### src/rtl/regfile_pkg.sv
// Shared types and constants for the 32 x 64-bit architectural register file.
// Also holds the 5:32 one-hot write-enable decoder used by the write port.
package regfile_pkg;

  localparam int DATA_W   = 64;
  localparam int ADDR_W   = 5;
  localparam int NUM_REGS = 32;
  localparam logic [ADDR_W-1:0] ZERO_REG = 5'd31;

  typedef logic [ADDR_W-1:0] reg_addr_t;
  typedef logic [DATA_W-1:0] reg_data_t;

  function automatic logic [NUM_REGS-1:0] decode_5to32(input reg_addr_t addr, input logic en);
    logic [NUM_REGS-1:0] onehot;
    onehot       = {NUM_REGS{1'b0}};
    onehot[addr] = en;
    return onehot;
  endfunction

endpackage

### src/rtl/regfile_if.sv
// Decode-stage register-file bus: the write-back write port plus two read ports.
interface regfile_if;
  import regfile_pkg::*;

  logic      RegWrite;
  reg_addr_t WriteRegister;
  reg_data_t WriteData;
  reg_addr_t ReadRegister1;
  reg_addr_t ReadRegister2;
  reg_data_t ReadData1;
  reg_data_t ReadData2;

  modport master (
    output RegWrite, WriteRegister, WriteData, ReadRegister1, ReadRegister2,
    input  ReadData1, ReadData2
  );

  modport slave (
    input  RegWrite, WriteRegister, WriteData, ReadRegister1, ReadRegister2,
    output ReadData1, ReadData2
  );
endinterface

### src/rtl/regfile_reg64.sv
// One DATA_W-wide storage register with load enable and async active-high clear.
module reg64
  import regfile_pkg::*;
(
  input  logic      clk,
  input  logic      rst,
  input  logic      en,
  input  reg_data_t d,
  output reg_data_t q
);

  reg_data_t data_q;
  reg_data_t data_d;

  always_comb begin
    data_d = data_q;
    if (en) begin
      data_d = d;
    end else begin
      data_d = data_q;
    end
  end

  always_ff @(posedge clk or posedge rst) begin
    if (rst) begin
      data_q <= {DATA_W{1'b0}};
    end else begin
      data_q <= data_d;
    end
  end

  assign q = data_q;

endmodule

### src/rtl/regfile.sv
// Architectural register file X0-X31 (X31 reads as zero) with two combinational
// read ports and a same-cycle write-through bypass from the write-back stage.
module regfile
  import regfile_pkg::*;
(
  input  logic      clk,
  input  logic      reset,
  regfile_if.slave  rf
);

  logic [NUM_REGS-1:0] dec_s;
  logic                unused_dec31_s;
  reg_data_t           regs_s [NUM_REGS];
  logic                bypass1_s;
  logic                bypass2_s;
  reg_data_t           rd1_s;
  reg_data_t           rd2_s;

  // X31 has no storage, so its decoded enable goes nowhere.
  assign dec_s          = decode_5to32(rf.WriteRegister, rf.RegWrite & ~reset);
  assign unused_dec31_s = dec_s[NUM_REGS-1];
  assign regs_s[NUM_REGS-1] = {DATA_W{1'b0}};

  for (genvar g = 0; g < NUM_REGS - 1; g++) begin : g_regs
    reg64 u_reg (
      .clk (clk),
      .rst (reset),
      .en  (dec_s[g]),
      .d   (rf.WriteData),
      .q   (regs_s[g])
    );
  end

  assign bypass1_s = rf.RegWrite & ~reset & (rf.WriteRegister == rf.ReadRegister1);
  assign bypass2_s = rf.RegWrite & ~reset & (rf.WriteRegister == rf.ReadRegister2);

  // Bypass mux sits after the 32:1 storage mux; a write to X31 never bypasses.
  always_comb begin
    rd1_s = {DATA_W{1'b0}};
    if (rf.ReadRegister1 == ZERO_REG) begin
      rd1_s = {DATA_W{1'b0}};
    end else if (bypass1_s) begin
      rd1_s = rf.WriteData;
    end else begin
      rd1_s = regs_s[rf.ReadRegister1];
    end
  end

  always_comb begin
    rd2_s = {DATA_W{1'b0}};
    if (rf.ReadRegister2 == ZERO_REG) begin
      rd2_s = {DATA_W{1'b0}};
    end else if (bypass2_s) begin
      rd2_s = rf.WriteData;
    end else begin
      rd2_s = regs_s[rf.ReadRegister2];
    end
  end

  assign rf.ReadData1 = rd1_s;
  assign rf.ReadData2 = rd2_s;

endmodule

### src/flat_wrapper.sv
// flat-port wrapper written by rule: the top's interface ports become plain ports
module regfile_flat import regfile_pkg::*;
  (clk, reset, rf_RegWrite, rf_WriteRegister, rf_WriteData, rf_ReadRegister1, rf_ReadRegister2, rf_ReadData1, rf_ReadData2);
  regfile_if rf_i ();
  input  logic clk;
  input  logic reset;
  input wire logic [$bits(rf_i.RegWrite)-1:0] rf_RegWrite;
  input wire logic [$bits(rf_i.WriteRegister)-1:0] rf_WriteRegister;
  input wire logic [$bits(rf_i.WriteData)-1:0] rf_WriteData;
  input wire logic [$bits(rf_i.ReadRegister1)-1:0] rf_ReadRegister1;
  input wire logic [$bits(rf_i.ReadRegister2)-1:0] rf_ReadRegister2;
  output wire logic [$bits(rf_i.ReadData1)-1:0] rf_ReadData1;
  output wire logic [$bits(rf_i.ReadData2)-1:0] rf_ReadData2;
  assign rf_i.RegWrite = rf_RegWrite;
  assign rf_i.WriteRegister = rf_WriteRegister;
  assign rf_i.WriteData = rf_WriteData;
  assign rf_i.ReadRegister1 = rf_ReadRegister1;
  assign rf_i.ReadRegister2 = rf_ReadRegister2;
  assign rf_ReadData1 = rf_i.ReadData1;
  assign rf_ReadData2 = rf_i.ReadData2;
  regfile u_core (.clk(clk), .reset(reset), .rf(rf_i));
endmodule
### config.mk
export PLATFORM = sky130hd
export DESIGN_NAME = regfile_flat
export DESIGN_NICKNAME = d
export VERILOG_FILES = /design/src/rtl/regfile_pkg.sv /design/src/rtl/regfile_if.sv /design/src/rtl/regfile_reg64.sv /design/src/rtl/regfile.sv /design/src/flat_wrapper.sv
export SDC_FILE = /design/constraint.sdc
export NUM_CORES = 2
export LEC_CHECK = 0
export BUFFER_PORTS_ARGS = -buffer_cell sky130_fd_sc_hd__buf_4
export CAP_MARGIN = 15
export CORE_ASPECT_RATIO = 1.25
export CORE_MARGIN = 4
export CORE_UTILIZATION = 60
export CTS_CLUSTER_DIAMETER = 50
export DETAILED_ROUTE_END_ITERATION = 6
export PLACE_DENSITY = 0.77
export REMOVE_ABC_BUFFERS = 1
export SYNTH_ARGS = -nofsm -noshare
export SYNTH_HDL_FRONTEND = slang
export SYNTH_SLANG_ARGS = --single-unit
### constraint.sdc
create_clock -name clk -period 71.1 [get_ports clk]
set_input_delay 7.11 -clock clk [delete_from_list [all_inputs] [get_ports clk]]
set_output_delay 7.11 -clock clk [all_outputs]
set_load 0.05 [all_outputs]
# ---- Word-level counts from Yosys, hierarchy flattened
# Index checks and enable logic that the tools add are counted.
dict set report word_totals {
  register_bits 1984
  latchBits 0
  ramBits 0
  romBits 0
  inputBits 82
  output_inout_bits 128
  mem_count 0
}
dict set report classes {
  n_addsub 0
  n_mul 0
  n_div 0
  magnitude_cmp 4
  n_eq_ne 4
  shifts 0
  muxes 12
  bitwise 7
  n_reduce_logical 1
}
# operator n
set ops {}
lappend ops {{$bmux 64 s5} 2}
lappend ops {{$mux 64} 8}
lappend ops {{$and 31x31->31} 1}
lappend ops {{$ge 6x6->1 const B} 2}
lappend ops {{$not 5->6} 2}
lappend ops {{$eq 5x5->1} 2}
lappend ops {{$eq 5x5->1 const B} 2}
lappend ops {{$lt 5x6->1 const B} 1}
lappend ops {{$demux 1 s5} 1}
lappend ops {{$ge 5x1->1 const B} 1}
lappend ops {{$and 1x1->1} 3}
lappend ops {{$logic_and 1x1->1} 1}
lappend ops {{$mux 1} 1}
lappend ops {{$not 1->1} 1}

# ---- Depth between registers and ports, before layout
dict set report logic_depth {
  depth_word 6
  ltp_mapped 10
}

# ---- Cells and area by module
# A second synthesis with hierarchy kept.
dict set report hier_totals {
  hier_cells 7095
  hier_area_um2 116118.9
}
# module n_inst cells_each area_per_inst_um2 seq_area_each_um2
set by_module_without_submodules {}
lappend by_module_without_submodules {reg64 31 136 2682.6 1601.5}
lappend by_module_without_submodules {regfile 1 2879 32959.1 0.0}

# ---- Worst setup path after synthesis
# Ideal clock, no wire load.
dict set report synth_timing {
  path_type {input -> output}
  start {input rf_ReadRegister2[2]}
  end {output rf_ReadData2[0]}
  t_arrival_ps 9845
  path_slack_ps 54145
  stages 8
  n_path_buf 5
  path_cell_list {buf_4 -> buf_2 -> buf_2 -> nand3b_1 -> buf_4 -> clkbuf_1 -> o22ai_1 -> o41ai_1}
}
dict set report synth_between {
  elab_chain_len 6
  word_cells_on_any_way 9
  cone_classes {eq/ne (2); mux (5); bitwise (2)}
}
# element line_no
set synth_rtl {}
lappend synth_rtl {{start: declaration} flat_wrapper.sv:11} ;# input wire logic [$bits(rf_i.ReadRegister2)-1:0] rf_ReadRegister2;
lappend synth_rtl {{$not 5->6 (not written as such)} regfile.sv:56} ;# rd2_s = regs_s[rf.ReadRegister2];
lappend synth_rtl {{$bmux 64 s5} regfile.sv:56}
lappend synth_rtl {{$mux 64 (not written as such) (2 in series)} regfile.sv:56}
lappend synth_rtl {{$mux 64} regfile.sv:53} ;# end else if (bypass2_s) begin
lappend synth_rtl {{$mux 64 (*)} regfile.sv:51} ;# if (rf.ReadRegister2 == ZERO_REG) begin
lappend synth_rtl {{end: declaration} flat_wrapper.sv:13} ;# output wire logic [$bits(rf_i.ReadData2)-1:0] rf_ReadData2;
# Every way passes the cells marked *; elsewhere a longest branch is shown, timed or not. The select of a mux whose other input is x is not followed.

# ---- Final worst setup path
dict set report layout_timing {
  start {input rf_ReadRegister2[0]}
  end {output rf_ReadData2[37]}
}
# Same word-level chain as after synthesis.

==> results summary <==
The number of hold-slack violations in the final timing report is 0. The sort of element at the end of the critical path is a primary output. The path category of the worst min-delay check is reg -> reg. For the worst setup path, the data required time is 63.99 ns. Summing every instance area after synthesis gives 109000 um2.

After filler insertion, the fill cell instance count of the layout stands at 12800. The count of final max-slew check failures came out at 0. The post-route minimum period is 19.85 ns. The sum of routed wire length over all layers is 365000 um.

The quantity of hold-fixing buffers added after cts is 0. For this run, the register share of the synthesized area comes to 45.6%. The leakage power figure is 54.1 nW. The met1 layer wirelength in the final routing came out at 134000 um. The worst setup path startpoint is rf_ReadRegister2[0].

Routed signal wires occupy layers up through met5. The initial antenna violation count is 18. The antenna violation net count after detailed routing came out at 0. Setup repair after global routing left no endpoint under its margin. The relative slew slack came out at 12.7%. The number of different library cells in the post-synthesis netlist came out at 63. The flow ran to the end, and the final reports show no timing, DRC or antenna violations. The arrival time of data at the critical path endpoint came out at 12.74 ns. The worst setup skew after layout came out at 0 ns. After detailed routing, the number of vias per cell comes to 7.54.

The final route contains 77000 vias. Counting every sink on the clock net gives 1984. In this run the power density over the cells is 26.3 nW/um2. The number of gates resized after cts came out at 0. The number of iterations in the first detailed-routing pass came out at 6. The layout cell share with drive strength beyond 1 came out at 44.5%. The max-cap violation count is 0.

The total setup buffers inserted after CTS came out at 0. In the final routed layout, each cell accounts on average for 35.7 um. In this run the critical register-to-register path is launched from u_core.g_regs[8].u_reg.q[63]. The detailed router finished its first iteration with 9966 violations. Measured along the x axis, the die boundary spans 389 um. Counting flops and latches in the post-synthesis netlist gives 1984. The final worst-path cycle share is 27.9%. The routed length on met2 came out at 163000 um. The synthesized design spends more area on one cell type than any other, namely sky130_fd_sc_hd__dfrtp_1.

For the worst-skew pair, the clock arrives at the later sink with an insertion delay of 0.86 ns. The share of Yosys cell area claimed by the top area cell type is 45.6%. The highest clock frequency the design can meet came out at 50.4 MHz. The half-perimeter wire length of the detailed placement result came out at 195000 um.

The library cells used most frequently in the layout, excluding fill and tap cells, are sky130_fd_sc_hd__mux2_2 (2126), sky130_fd_sc_hd__dfrtp_1 (1984), sky130_fd_sc_hd__mux2i_1 (676). The initial standard-cell utilization of the core is 60.5%. The count of input and output buffers is 209. Of all nets on the critical path, the largest fanout is 57.

The net count of the finished layout came out at 7746. Adding up every negative setup slack in the final design gives 0 ns. The kind of critical path is in -> out. A synthesized cell averages 13.7 um2. After detailed routing, the number of remaining DRC violations is 0. The number of core rows came out at 174. The routability congestion estimate came out at 0.853. In the detailed route, the total length drawn on met3 is 42500 um. The startpoint identified for the worst hold timing path is u_core.g_regs[14].u_reg.q[15]. The measured slew at the worst slew-check pin is 1.31 ns. The first-pass GRT wire length is 533000 um. Counting flops with a built-in enable in the synthesized netlist gives 0. The nature of the critical path startpoint is a primary input. For the worst flop-to-flop path, the logic depth is 1. Entering global routing, the biggest net connects 183 pins. The final-report setup violation count came out at 0. The die area came out at 188000 um2. Ranked by total cell area, the synthesized netlist is headed by sky130_fd_sc_hd__dfrtp_1 (46%), sky130_fd_sc_hd__mux2_2 (22%), sky130_fd_sc_hd__mux4_2 (11%). The placeable core area came out at 180000 um2. After technology mapping, the gate count stands at 7952. The overall die height came out at 484 um. The top-level port count is 210. The clock edge transition at the registers on the reported setup and hold paths came out at 0.06 ns. TritonCTS built the clock tree. The commonest register cell after synthesis is sky130_fd_sc_hd__dfrtp_1.

The maximum resistive drop on vdd came out at 0.0215 mV. Yosys printed 0 warnings. The total overflow reported by the global router came out at 0.

The number of buffers between clock root and the deepest sink came out at 3. Leaving out fill and tap cells, the most frequent cell in the layout is sky130_fd_sc_hd__mux2_2. The fraction of registers with async set or reset after synthesis came out at 100%. The finished layout holds 10200 standard cells, fillers aside.

The area growth from synthesis to final layout is 7.97%. The tree is rooted in a sky130_fd_sc_hd__clkbuf_16. The flip-flop count of the largest register after layout is 1984. The via count of the first global-routing pass is 78600. The overall fraction of global-route tracks in use came out at 38.1%. In this run, placement finished with an instance count of 9835. CTS built an H-tree with a depth of 4. The count of cells along the worst hold path came out at 1. The CTS buffer count came out at 200.
==> metal layers <==
metal  vias to the layer above  track usage [%]
met1                     40400             49.5
li1                      29900                -
met2                      5249             57.4
met4                        16             22.7
met5                         -                0
met3                      1487             10.9
==> critical path, cell delays in order <==
cell                       delay (ns)
sky130_fd_sc_hd__buf_8           0.42
sky130_fd_sc_hd__buf_4           0.72
sky130_fd_sc_hd__buf_4           0.74
sky130_fd_sc_hd__buf_4           0.80
sky130_fd_sc_hd__buf_4           0.87
sky130_fd_sc_hd__mux4_2          0.60
sky130_fd_sc_hd__nor2_1          0.11
sky130_fd_sc_hd__a21oi_1         0.07
sky130_fd_sc_hd__a311oi_1        0.52
sky130_fd_sc_hd__o41ai_1         0.21
sky130_fd_sc_hd__buf_4           0.27
==> synthesized netlist by cell type (6+ instances only) <==
master / instances
sky130_fd_sc_hd__buf_6: 50
sky130_fd_sc_hd__nor2_1: 271
sky130_fd_sc_hd__o21ai_0: 9
sky130_fd_sc_hd__o22ai_1: 219
sky130_fd_sc_hd__nor2_2: 6
sky130_fd_sc_hd__buf_8: 10
sky130_fd_sc_hd__a2bb2oi_1: 27
sky130_fd_sc_hd__mux2i_1: 676
sky130_fd_sc_hd__mux2_2: 2126
sky130_fd_sc_hd__clkbuf_1: 399
sky130_fd_sc_hd__clkbuf_4: 6
sky130_fd_sc_hd__buf_2: 269
sky130_fd_sc_hd__mux4_2: 512
sky130_fd_sc_hd__a211oi_1: 62
sky130_fd_sc_hd__o221ai_1: 31
sky130_fd_sc_hd__nor3_1: 61
sky130_fd_sc_hd__a22oi_1: 191
sky130_fd_sc_hd__o31ai_2: 59
sky130_fd_sc_hd__dfrtp_1: 1984
sky130_fd_sc_hd__a221oi_2: 28
sky130_fd_sc_hd__buf_1: 26
sky130_fd_sc_hd__buf_12: 7
sky130_fd_sc_hd__a221o_1: 31
sky130_fd_sc_hd__mux2_1: 134
sky130_fd_sc_hd__a21oi_1: 179
sky130_fd_sc_hd__buf_4: 101
sky130_fd_sc_hd__a311oi_1: 9
sky130_fd_sc_hd__nand2_1: 164
sky130_fd_sc_hd__nor2b_1: 14
sky130_fd_sc_hd__nor2_4: 10
sky130_fd_sc_hd__a221oi_1: 89
sky130_fd_sc_hd__xnor2_1: 7
sky130_fd_sc_hd__a211o_1: 63
sky130_fd_sc_hd__o41ai_1: 61
==> stage by stage <==
step           cell area (um2)  setup WS, ns  util, %  hold WS, ns  total power, mW
2_1_floorplan           104000          7.95        -        0.470             1.78
3_3_place_gp            111000         51.29     61.4        0.480             1.94
3_5_place_dp            111000         51.29     61.4        0.491             1.97
4_1_cts                 117000         51.29     65.3        0.508             3.08
5_1_grt                 118000         50.92     65.3        0.524             3.18
6_report                118000         51.25     65.3        0.512             3.09
==> final timing paths <==
path / to / slack, ns
worst max register to register: u_core.g_regs[8].u_reg.q[63] / 70.26
worst max-delay path: rf_ReadData2[37] / 51.25
min in group asynchronous: u_core.g_regs[27].u_reg.q[17] / 6.44
worst min register to register: u_core.g_regs[14].u_reg.q[15] / 0.51
worst min-delay path: u_core.g_regs[14].u_reg.q[15] / 0.51
max in group asynchronous: u_core.g_regs[28].u_reg.q[10] / 60.09
==> where the power goes <==
group	internal, mW	total [mW]	switching (mW)
Sequential	1.28	1.40	0.118
Clock	0.652	1.12	0.467
Combinational	0.286	0.570	0.283
Total	2.22	3.09	0.868
==> layout make-up <==
type | instances | area [um2] | share of cell area (%)
repair buffers | 378 | 3030 | 2.58
clock inverters | 71 | 978 | 0.832
multi-input cells | 5095 | 54900 | 46.7
inverters | 5 | 31.3 | 0.0266
diodes | 14 | 35.0 | 0.0298
well taps | 2376 | 2970 | 2.53
clock buffers | 295 | 5930 | 5.04
flip-flops and latches | 1984 | 49600 | 42.2
==> kinds of logic (layout without fill, tap and decap cells) <==
logic type,after synthesis,in the layout,share of synthesized area (%)
AOI/OAI and AO/OA,1083,1083,7.66
xor gates and xnor gates,7,7,0.0563
buffers and inverters,873,749,4.24
DFF,1984,1984,45.6
muxes,3452,3452,40.3
other,0,14,0
and+or+nand+nor,553,553,2.16
Note: power is estimated with default switching activity, not from simulation.
